### src/rtl/alu_pkg.sv
// Shared ALU encodings and multiplier state type.
// Used by the sequential multiplier and its accumulator.
package alu_pkg;

  localparam logic [2:0] OP_ADD  = 3'b000;
  localparam logic [2:0] OP_SUB  = 3'b011;
  localparam logic [2:0] OP_INC  = 3'b100;
  localparam logic [2:0] OP_DEC  = 3'b101;
  localparam logic [2:0] LOG_AND = 3'b000;
  localparam logic [2:0] LOG_OR  = 3'b001;
  localparam logic [2:0] LOG_XOR = 3'b010;
  localparam logic [2:0] LOG_NOT = 3'b011;
  localparam logic [2:0] LOG_SHL = 3'b101;

  localparam logic MODE_ARITH = 1'b0;
  localparam logic MODE_LOGIC = 1'b1;

  typedef enum logic [1:0] {
    IDLE,
    RUN,
    DONE
  } mul_state_t;

endpackage

### src/rtl/alu_mul_seq_if.sv
// Request/response handshake plus shared ALU bus of the multiplier.
// slave = multiplier side, master = CPU/ALU side.
interface alu_mul_seq_if #(
  parameter int DWIDTH = 32
);

  logic                  req_valid;
  logic                  req_ready;
  logic [DWIDTH-1:0]     req_a;
  logic [DWIDTH-1:0]     req_b;
  logic                  rsp_valid;
  logic                  rsp_ready;
  logic [2*DWIDTH-1:0]   rsp_prod;
  logic                  alu_busy;
  logic [DWIDTH-1:0]     alu_op1;
  logic [DWIDTH-1:0]     alu_op2;
  logic [2:0]            alu_opsel;
  logic                  alu_mode;
  logic [DWIDTH-1:0]     alu_result;
  logic                  alu_c_flag;

  modport slave (
    input  req_valid, req_a, req_b,
    input  rsp_ready,
    input  alu_result, alu_c_flag,
    output req_ready, rsp_valid, rsp_prod,
    output alu_busy, alu_op1, alu_op2,
    output alu_opsel, alu_mode
  );

  modport master (
    output req_valid, req_a, req_b,
    output rsp_ready,
    output alu_result, alu_c_flag,
    input  req_ready, rsp_valid, rsp_prod,
    input  alu_busy, alu_op1, alu_op2,
    input  alu_opsel, alu_mode
  );

endinterface

### src/rtl/alu_mul_acc.sv
// Multiplicand and shifting accumulator of the shift-and-add multiplier.
// The ALU carry becomes the new top bit, so no product bit is lost.
module alu_mul_acc
  import alu_pkg::*;
#(
  parameter int DWIDTH = 32
) (
  input  logic                clk,
  input  logic                rst_n,
  input  logic                load,
  input  logic                step,
  input  logic [DWIDTH-1:0]   a,
  input  logic [DWIDTH-1:0]   b,
  input  logic [DWIDTH-1:0]   alu_result,
  input  logic                alu_c_flag,
  output logic [DWIDTH-1:0]   acc_hi,
  output logic [DWIDTH-1:0]   add_b,
  output logic [2*DWIDTH-1:0] acc_nxt
);

  logic [DWIDTH-1:0] mcand;
  logic [DWIDTH-1:0] acc_lo;

  assign add_b   = acc_lo[0] ? mcand : '0;
  assign acc_nxt = {alu_c_flag, alu_result, acc_lo[DWIDTH-1:1]};

  always_ff @(posedge clk) begin
    if (!rst_n) begin
      mcand  <= '0;
      acc_hi <= '0;
      acc_lo <= '0;
    end else if (load) begin
      mcand  <= a;
      acc_lo <= b;
      acc_hi <= '0;
    end else if (step) begin
      {acc_hi, acc_lo} <= acc_nxt;
    end
  end

endmodule

### src/rtl/alu_mul_seq.sv
// Sequential unsigned multiplier driving the shared ALU in ADD mode.
// One partial-product add per cycle, DWIDTH cycles per multiply.
module alu_mul_seq
  import alu_pkg::*;
#(
  parameter  int DWIDTH = 32,
  localparam int CNTW   = $clog2(DWIDTH) + 1
) (
  input logic           clk,
  input logic           rst_n,
  alu_mul_seq_if.slave  bus
);

  mul_state_t          state_q;
  mul_state_t          state_d;
  logic [CNTW-1:0]     cnt_q;
  logic [2*DWIDTH-1:0] prod_q;
  logic [DWIDTH-1:0]   acc_hi;
  logic [DWIDTH-1:0]   add_b;
  logic [2*DWIDTH-1:0] acc_nxt;
  logic                load;
  logic                step;
  logic                last;

  assign load = (state_q == IDLE) && bus.req_valid;
  assign step = (state_q == RUN);
  assign last = (cnt_q == CNTW'(DWIDTH - 1));

  alu_mul_acc #(
    .DWIDTH (DWIDTH)
  ) u_acc (
    .clk        (clk),
    .rst_n      (rst_n),
    .load       (load),
    .step       (step),
    .a          (bus.req_a),
    .b          (bus.req_b),
    .alu_result (bus.alu_result),
    .alu_c_flag (bus.alu_c_flag),
    .acc_hi     (acc_hi),
    .add_b      (add_b),
    .acc_nxt    (acc_nxt)
  );

  always_ff @(posedge clk) begin
    if (!rst_n) begin
      state_q <= IDLE;
      cnt_q   <= '0;
      prod_q  <= '0;
    end else begin
      state_q <= state_d;
      if (load) begin
        cnt_q <= '0;
      end else if (step) begin
        cnt_q <= cnt_q + 1'b1;
      end
      // product register only moves on the final add
      if (step && last) begin
        prod_q <= acc_nxt;
      end
    end
  end

  always_comb begin
    state_d       = state_q;
    bus.req_ready = 1'b0;
    bus.rsp_valid = 1'b0;
    bus.alu_busy  = 1'b0;
    bus.alu_op1   = '0;
    bus.alu_op2   = '0;
    unique case (state_q)
      IDLE: begin
        bus.req_ready = 1'b1;
        if (bus.req_valid) begin
          state_d = RUN;
        end
      end
      RUN: begin
        bus.alu_busy = 1'b1;
        bus.alu_op1  = acc_hi;
        bus.alu_op2  = add_b;
        if (last) begin
          state_d = DONE;
        end
      end
      DONE: begin
        bus.rsp_valid = 1'b1;
        if (bus.rsp_ready) begin
          state_d = IDLE;
        end
      end
      default: state_d = IDLE;
    endcase
  end

  assign bus.alu_opsel = OP_ADD;
  assign bus.alu_mode  = MODE_ARITH;
  assign bus.rsp_prod  = prod_q;

endmodule

### src/flat_wrapper.sv
// flat-port wrapper written by rule: the top's interface ports become plain ports
module alu_mul_seq_flat import alu_pkg::*;
#(
  parameter  int DWIDTH = 32,
  localparam int CNTW   = $clog2(DWIDTH) + 1
)
  (clk, rst_n, bus_req_valid, bus_req_a, bus_req_b, bus_rsp_ready, bus_alu_result, bus_alu_c_flag, bus_req_ready, bus_rsp_valid, bus_rsp_prod, bus_alu_busy, bus_alu_op1, bus_alu_op2, bus_alu_opsel, bus_alu_mode);
  alu_mul_seq_if #(.DWIDTH(DWIDTH)) bus_i ();
  input logic clk;
  input logic rst_n;
  input wire logic [$bits(bus_i.req_valid)-1:0] bus_req_valid;
  input wire logic [$bits(bus_i.req_a)-1:0] bus_req_a;
  input wire logic [$bits(bus_i.req_b)-1:0] bus_req_b;
  input wire logic [$bits(bus_i.rsp_ready)-1:0] bus_rsp_ready;
  input wire logic [$bits(bus_i.alu_result)-1:0] bus_alu_result;
  input wire logic [$bits(bus_i.alu_c_flag)-1:0] bus_alu_c_flag;
  output wire logic [$bits(bus_i.req_ready)-1:0] bus_req_ready;
  output wire logic [$bits(bus_i.rsp_valid)-1:0] bus_rsp_valid;
  output wire logic [$bits(bus_i.rsp_prod)-1:0] bus_rsp_prod;
  output wire logic [$bits(bus_i.alu_busy)-1:0] bus_alu_busy;
  output wire logic [$bits(bus_i.alu_op1)-1:0] bus_alu_op1;
  output wire logic [$bits(bus_i.alu_op2)-1:0] bus_alu_op2;
  output wire logic [$bits(bus_i.alu_opsel)-1:0] bus_alu_opsel;
  output wire logic [$bits(bus_i.alu_mode)-1:0] bus_alu_mode;
  assign bus_i.req_valid = bus_req_valid;
  assign bus_i.req_a = bus_req_a;
  assign bus_i.req_b = bus_req_b;
  assign bus_i.rsp_ready = bus_rsp_ready;
  assign bus_i.alu_result = bus_alu_result;
  assign bus_i.alu_c_flag = bus_alu_c_flag;
  assign bus_req_ready = bus_i.req_ready;
  assign bus_rsp_valid = bus_i.rsp_valid;
  assign bus_rsp_prod = bus_i.rsp_prod;
  assign bus_alu_busy = bus_i.alu_busy;
  assign bus_alu_op1 = bus_i.alu_op1;
  assign bus_alu_op2 = bus_i.alu_op2;
  assign bus_alu_opsel = bus_i.alu_opsel;
  assign bus_alu_mode = bus_i.alu_mode;
  alu_mul_seq #(.DWIDTH(DWIDTH)) u_core (.clk(clk), .rst_n(rst_n), .bus(bus_i));
endmodule
### config.mk
export PLATFORM = sky130hd
export DESIGN_NAME = alu_mul_seq_flat
export DESIGN_NICKNAME = d
export VERILOG_FILES = /design/src/rtl/alu_pkg.sv /design/src/rtl/alu_mul_seq_if.sv /design/src/rtl/alu_mul_acc.sv /design/src/rtl/alu_mul_seq.sv /design/src/flat_wrapper.sv
export SDC_FILE = /design/constraint.sdc
export NUM_CORES = 1
export LEC_CHECK = 0
export CAP_MARGIN = 20
export CORE_ASPECT_RATIO = 1.4
export CORE_MARGIN = 4
export CORE_UTILIZATION = 30
export CTS_CLUSTER_SIZE = 40
export DETAILED_ROUTE_END_ITERATION = 7
export GPL_TIMING_DRIVEN = 0
export HOLD_SLACK_MARGIN = 0.1
export PLACE_DENSITY = 0.63
export SLEW_MARGIN = 20
export SYNTH_ARGS = -nofsm -noshare
export SYNTH_HDL_FRONTEND = slang
export SYNTH_SLANG_ARGS = --single-unit
### constraint.sdc
create_clock -name clk -period 2 [get_ports clk]
set_input_delay 0.4 -clock clk [delete_from_list [all_inputs] [get_ports clk]]
set_output_delay 0.4 -clock clk [all_outputs]
set_load 0.02 [all_outputs]
==> flow_metrics.env <==
export IMPL_grt_use_total=0.1764
export IMPL_switchingPower_mw=2.078
export IMPL_final_max_slew_viol_count=0
export IMPL_drive_above_1_share=0.1766
export IMPL_startpoint_type="flip-flop"
export IMPL_crit_buf_inv=4
export IMPL_finalCriticalPeriod_ns=2.006
export IMPL_ys_seq_elements=168
export IMPL_register_area_um2=3369
export IMPL_max_freq_mhz=498.6
export IMPL_htreeDepth=4
export IMPL_fin_worst_skew_ns=0.01075
export IMPL_synth_compound_gate_area_share=0.1419
export IMPL_netSwitchingFraction=0.2674
export IMPL_cp_required_ns=1.60
export IMPL_grt_max_degree=18
export IMPL_routed_wl_um=22850
export IMPL_grt_pass1_vias=6553
export IMPL_nFillCells=2201
export IMPL_start_util=0.3066
export IMPL_grt_pass1_wl_um=35640
export IMPL_dp_hpwl_um=16780
export IMPL_clock_power_share=0.425
export IMPL_path_max_fanout=7
export IMPL_portBuffers=231
export IMPL_rows=65
export IMPL_syn_inst=827
export IMPL_final_common_cell="nand2_1"
export IMPL_final_hold_viol_count=0
export IMPL_cts_tree="built"
export IMPL_yosys_warnings=0
export IMPL_coreArea_um2=22690
export IMPL_final_cell_mix="260 x nand2_1, 165 x dfxtp_1, 164 x clkdlybuf4s50_1"
export IMPL_final_util=0.4706
export IMPL_finalCritPeriodShare=1.003
export IMPL_synth_adder_area_share=0.001799
export IMPL_antenna_found_initial=1
export IMPL_via_count=6530
export IMPL_async_reset_ff_frac=0
export IMPL_first_iter_violations=269
export IMPL_ant_nets=0
export IMPL_synth_enable_flop_cells=0
export IMPL_ys_seq_area_frac=0.4835
export IMPL_clkLatencyLatePin_ns=0.44
export IMPL_arrival_ns=1.61
export IMPL_hold_path_class="flip-flop to flip-flop"
export IMPL_gp_congestion=0.8159
export IMPL_path_clk_slew_ns=0.07
export IMPL_slew_headroom=0.5977
export IMPL_clock_path_buffers=2
export IMPL_synth_xor_area_frac=0.002518
export IMPL_synthSimpleGateAreaFrac=0.2162
export IMPL_maxCapViolations=0
export IMPL_synth_flop_cell="dfxtp_1"
export IMPL_syn_area_um2=6957
export IMPL_p_per_area_nw_per_um2=727.7
export IMPL_cpMaxStageDelayCell="dfxtp_4"
export IMPL_setup_violations=3
export IMPL_comb_power_share=0.118
export IMPL_firstDrtPassIters=4
export IMPL_viasPerCell=4.625
export IMPL_leakagePower_nw=4.052
export IMPL_whs_ns=0.4488
export IMPL_die_h_um=188.2
export IMPL_worstSetupEndpointType="primary output"
export IMPL_crit_chain="nand2b_4 -> inv_12 -> buf_8 -> buf_8 -> and2_4 -> buf_6"
export IMPL_post_place_ws_ns=-0.5797
export IMPL_seqPwrFrac=0.457
export IMPL_syn_area_per_cell_um2=8.412
export IMPL_drc=0
export IMPL_globalRouteOverflowTotal=0
export IMPL_critPathKind="flip-flop to primary output"
export IMPL_rsz0062_at_grt="true"
export IMPL_synth_top_family_by_area="simple AND/OR/NAND/NOR gates"
export IMPL_wl_per_cell_um=16.18
export IMPL_die_w_um=136.7
export IMPL_ios=236
export IMPL_status="finished with violations"
export IMPL_cts_sinks=168
export IMPL_finalWorstSetupSlack_ns=-0.005586
export IMPL_synth_cell_types=35
export IMPL_final_nets=1199
export IMPL_clock_root_buffer="clkbuf_16"
export IMPL_synth_mux_area_fraction=0.09209
export IMPL_violations="setup timing"
export IMPL_multiInputGateArea_um2=3309
export IMPL_die_area_um2=25720
export IMPL_cp_slowest_stage_delay_ns=0.36
export IMPL_cts_inserted_buffers=17
export IMPL_cp_common_cell="buf_8"
export IMPL_intPower_mw=5.694
export IMPL_path_delay_family="buffers and inverters"
export IMPL_area_growth_synth_to_final_pct=53.51
export IMPL_ir_drop_uv=578.4
export IMPL_worst_pin_slew_ns=0.6035
-- sequential cells by signal (all words and copies together) (netlist names) --
register / flops
u_core.bus.rsp_prod: 64
u_core.u_acc.acc_lo: 32
u_core.u_acc.mcand: 32
u_core.u_acc.acc_hi: 32
u_core.cnt_q: 6
u_core.state_q: 2
-- worst paths after layout --
| kind | start | end | slack, ns | depth (start not counted) |
|---|---|---|---|---|
| max | u_core.state_q[1] | bus_alu_op1[0] | -0.006 | 6 |
| min | u_core.u_acc.acc_hi[27] | u_core.u_acc.acc_hi[27] | 0.45 | 2 |
| max reg2reg | u_core.state_q[1] | u_core.u_acc.acc_lo[28] | 0.27 | 7 |
| min reg2reg | u_core.u_acc.acc_hi[27] | u_core.u_acc.acc_hi[27] | 0.45 | 2 |
-- logic make-up after synthesis --
family	after synthesis
xor+xnor	2
flops	168
mux	64
compound gates	171
buf+inv	78
other cells	1
fa+ha+maj	1
simple gates	342
-- cell type report --
class / count / share of cell area
timing repair inverter: 1 / 0.001054
multi-input combinational: 584 / 0.3099
timing repair buffer: 250 / 0.2344
buffer: 71 / 0.04605
clock buffer: 17 / 0.03984
tap: 301 / 0.03527
clock inverter: 15 / 0.01476
antenna: 1 / 0.0002343
sequential: 168 / 0.3155
inverter: 4 / 0.002929
-- repair_timing --
item | 4_1_cts | 5_1_grt
resized for setup | 424 | 42
setup endpoints to repair | 67 | 119
hold buffers | 0 | 0
gates cloned | 3 | 1
pin swaps | 3 | 3
hold endpoints to repair | 0 | 0
setup buffers | 13 | 3
-- cells in the mapped netlist (all sizes together), types with 2 or more instances --
library cell,number,area share
inv,3,0.0016
clkbuf,37,0.020
o21ai,35,0.025
nand2,261,0.14
nor2,4,0.0022
or3,3,0.0027
buf,37,0.039
and2,32,0.029
dfxtp,168,0.48
o22ai,32,0.029
xnor2,2,0.0025
nor3,3,0.0029
a21boi,32,0.035
mux2i,64,0.092
nand2b,2,0.0018
and3,32,0.029
a21oi,69,0.050
-- metal layers --
layer | vias up | track usage | routed length (um)
li1 | 3292 | - | -
met1 | 3042 | 0.2005 | 9002
met2 | 166 | 0.3104 | 11960
met3 | 30 | 0.04915 | 1378
met4 | 0 | 0.06594 | 509
met5 | - | 0 | 0
-- per-stage QoR --
stage | instance area [um^2] | TNS, ns | instances | power [mW]
finish | 10680 | -0.01234 | 1412 | 7.771
global route | 10680 | -1.537 | 1412 | 8.117
CTS | 10540 | -5.241 | 1410 | 7.871
detailed placement | 9657 | -69.58 | 1362 | 4.462
global placement | 9657 | -66.55 | 1362 | 4.452
floorplan | 6968 | 0 | 830 | 4.037
-- power by group through the flow --
stage	registers, mW	clock network (mW)	logic, mW
finish	3.55	3.30	0.919
floorplan	3.60	0	0.437
global route	3.57	3.54	1.01
CTS	3.55	3.40	0.919
detailed placement	3.62	0	0.838
global placement	3.62	0	0.832
-- worst register-to-register path, cell delays in order, from the launching register on --
cell and delay (ns):
dfxtp_4 0.35, buf_4 0.14, buf_4 0.13, buf_4 0.12
o21ba_2 0.28, clkbuf_1 0.35, o21ai_0 0.15, a21oi_1 0.14
(Power assumes the default switching activity.)
==> variant, RTL diff (config.mk and constraints unchanged) <==
`DWIDTH` is set to 32 in 4 places; all go to 64.
--- a/src/rtl/alu_mul_seq_if.sv
+++ b/src/rtl/alu_mul_seq_if.sv
@@ -1,7 +1,7 @@
 // Request/response handshake plus shared ALU bus of the multiplier.
 // slave = multiplier side, master = CPU/ALU side.
 interface alu_mul_seq_if #(
-  parameter int DWIDTH = 32
+  parameter int DWIDTH = 64
 );
 
   logic                  req_valid;
--- a/src/rtl/alu_mul_acc.sv
+++ b/src/rtl/alu_mul_acc.sv
@@ -3,7 +3,7 @@
 module alu_mul_acc
   import alu_pkg::*;
 #(
-  parameter int DWIDTH = 32
+  parameter int DWIDTH = 64
 ) (
   input  logic                clk,
   input  logic                rst_n,
--- a/src/rtl/alu_mul_seq.sv
+++ b/src/rtl/alu_mul_seq.sv
@@ -3,7 +3,7 @@
 module alu_mul_seq
   import alu_pkg::*;
 #(
-  parameter  int DWIDTH = 32,
+  parameter  int DWIDTH = 64,
   localparam int CNTW   = $clog2(DWIDTH) + 1
 ) (
   input logic           clk,
--- a/src/flat_wrapper.sv
+++ b/src/flat_wrapper.sv
@@ -1,7 +1,7 @@
 // flat-port wrapper written by rule: the top's interface ports become plain ports
 module alu_mul_seq_flat import alu_pkg::*;
 #(
-  parameter  int DWIDTH = 32,
+  parameter  int DWIDTH = 64,
   localparam int CNTW   = $clog2(DWIDTH) + 1
 )
   (clk, rst_n, bus_req_valid, bus_req_a, bus_req_b, bus_rsp_ready, bus_alu_result, bus_alu_c_flag, bus_req_ready, bus_rsp_valid, bus_rsp_prod, bus_alu_busy, bus_alu_op1, bus_alu_op2, bus_alu_opsel, bus_alu_mode);
Interface: changed (6 resized); port bits go from 236 to 460. No check against the original RTL was run, so the function may have changed too.
==> variant against the unedited design <==
- the run still ends with negative setup slack left
- die area up 86%
- critical path depth increased by 1
- final area rose by 95%
- setup slack worse by 0.32 ns
- sequential cell count rose by 161
- power increased by 100%
- routed wire length is 120% higher
- non-clock buffer count increased by 302
- synthesized area is 92% higher
==> variant: results (changes against the unedited design) <==
[finish]
drive_above_1_share=0.1799  ; +0.003340
stdcell_count=2723  ; +93%
final_nets=2321  ; +94%

[place]
post-place-ws_ns=-1.085  ; -0.5052 ns
dp_hpwl_um=38710  ; +130%
placed_cell_area_um2=18590  ; +93%

[routing]
vias=13050  ; +100%
drt_iter0_drc=597  ; +120%
firstDrtPassIters=5  ; +1

[grt]
grt_antenna_before_repair=19  ; +18

[min_path]
hold_class=input pin to flop
min_to=u_core.u_acc.mcand[11]
whs_path_depth=3  ; +1

[synthesis]
yosys-top-cells-area=dfxtp_1 (49%), nand2_1 (15%), mux2i_1 (9.6%)

[outcome]
violations=negative setup slack
status=finished, violations left

[cts]
cts.path.max_buffers=3  ; +1
clock_latency_ns=0.52  ; +0.08 ns
cts_buffers=36  ; +19

[sta]
finalSetupViolCount=129  ; +126
fin_ws_ns=-0.3226  ; -0.3170 ns
fin_setup_tns_ns=-30.94  ; -30.93 ns
skew_ns=0.01336  ; +0.002612 ns

[power_and_ir_drop]
irDropWorstVdd_mv=0.5678  ; -1.8%
p_leak_nw=7.897  ; +95%

## variant: cell types whose count changed in the layout (fill, tap and decap cells not counted), moves of 63 or more
cell / delta
dfxtp_1: +163
a21oi_1: +63
buf_6: +74
nand2_1: +255
clkdlybuf4s50_1: +158
mux2i_1: +64
## variant: final cells by class
class	count	area, um^2
Buffer	142	895.9
Tap cell	558	698.2
Timing Repair Buffer	481	4920
Fill cell	4255	23270
Sequential cell	329	6590
Clock inverter	11	100.1
Multi-Input combinational cell	1129	6450
Inverter	4	22.52
Antenna cell	14	35.03
Clock buffer	55	1085
## variant: logic make-up (layout without fill, tap and decap cells)
| kind of cell | Yosys count | in the layout | synth area share |
|---|---|---|---|
| and+or+nand+nor | 661 | 661 | 0.2132 |
| AOI/OAI and AO/OA | 333 | 333 | 0.1445 |
| DFF | 329 | 329 | 0.4938 |
| buffers and inverters | 150 | 693 | 0.04990 |
| muxes | 128 | 128 | 0.09605 |
| xor gates and xnor gates | 2 | 2 | 0.001313 |
| adders and majority gates | 1 | 1 | 0.0009378 |
| other | 1 | 18 | 0.0002811 |
## variant: per-layer routing
metal	GRT usage	wire length (um)	part of all wire	vias up
met4	0.09457	2392	0.047	6
met3	0.04383	3051	0.060	121
li1	-	-	-	6407
met2	0.3523	25970	0.51	408
met1	0.2300	19770	0.39	6105
met5	0	45	0.00088	-
## variant: stage by stage
step	util	hold WS, ns
2_1_floorplan	-	0.4317
3_3_place_gp	0.4220	0.4383
3_5_place_dp	0.4220	0.4426
4_1_cts	0.4665	0.4029
5_1_grt	0.4720	0.4200
6_report	0.4720	0.4318
## variant: what timing repair did
item                                    CTS  global route
pin swaps                                18            16
endpoints found under the setup margin  392           403
resized for setup                       918            90
setup buffers                            15             5
gates cloned                              7             1
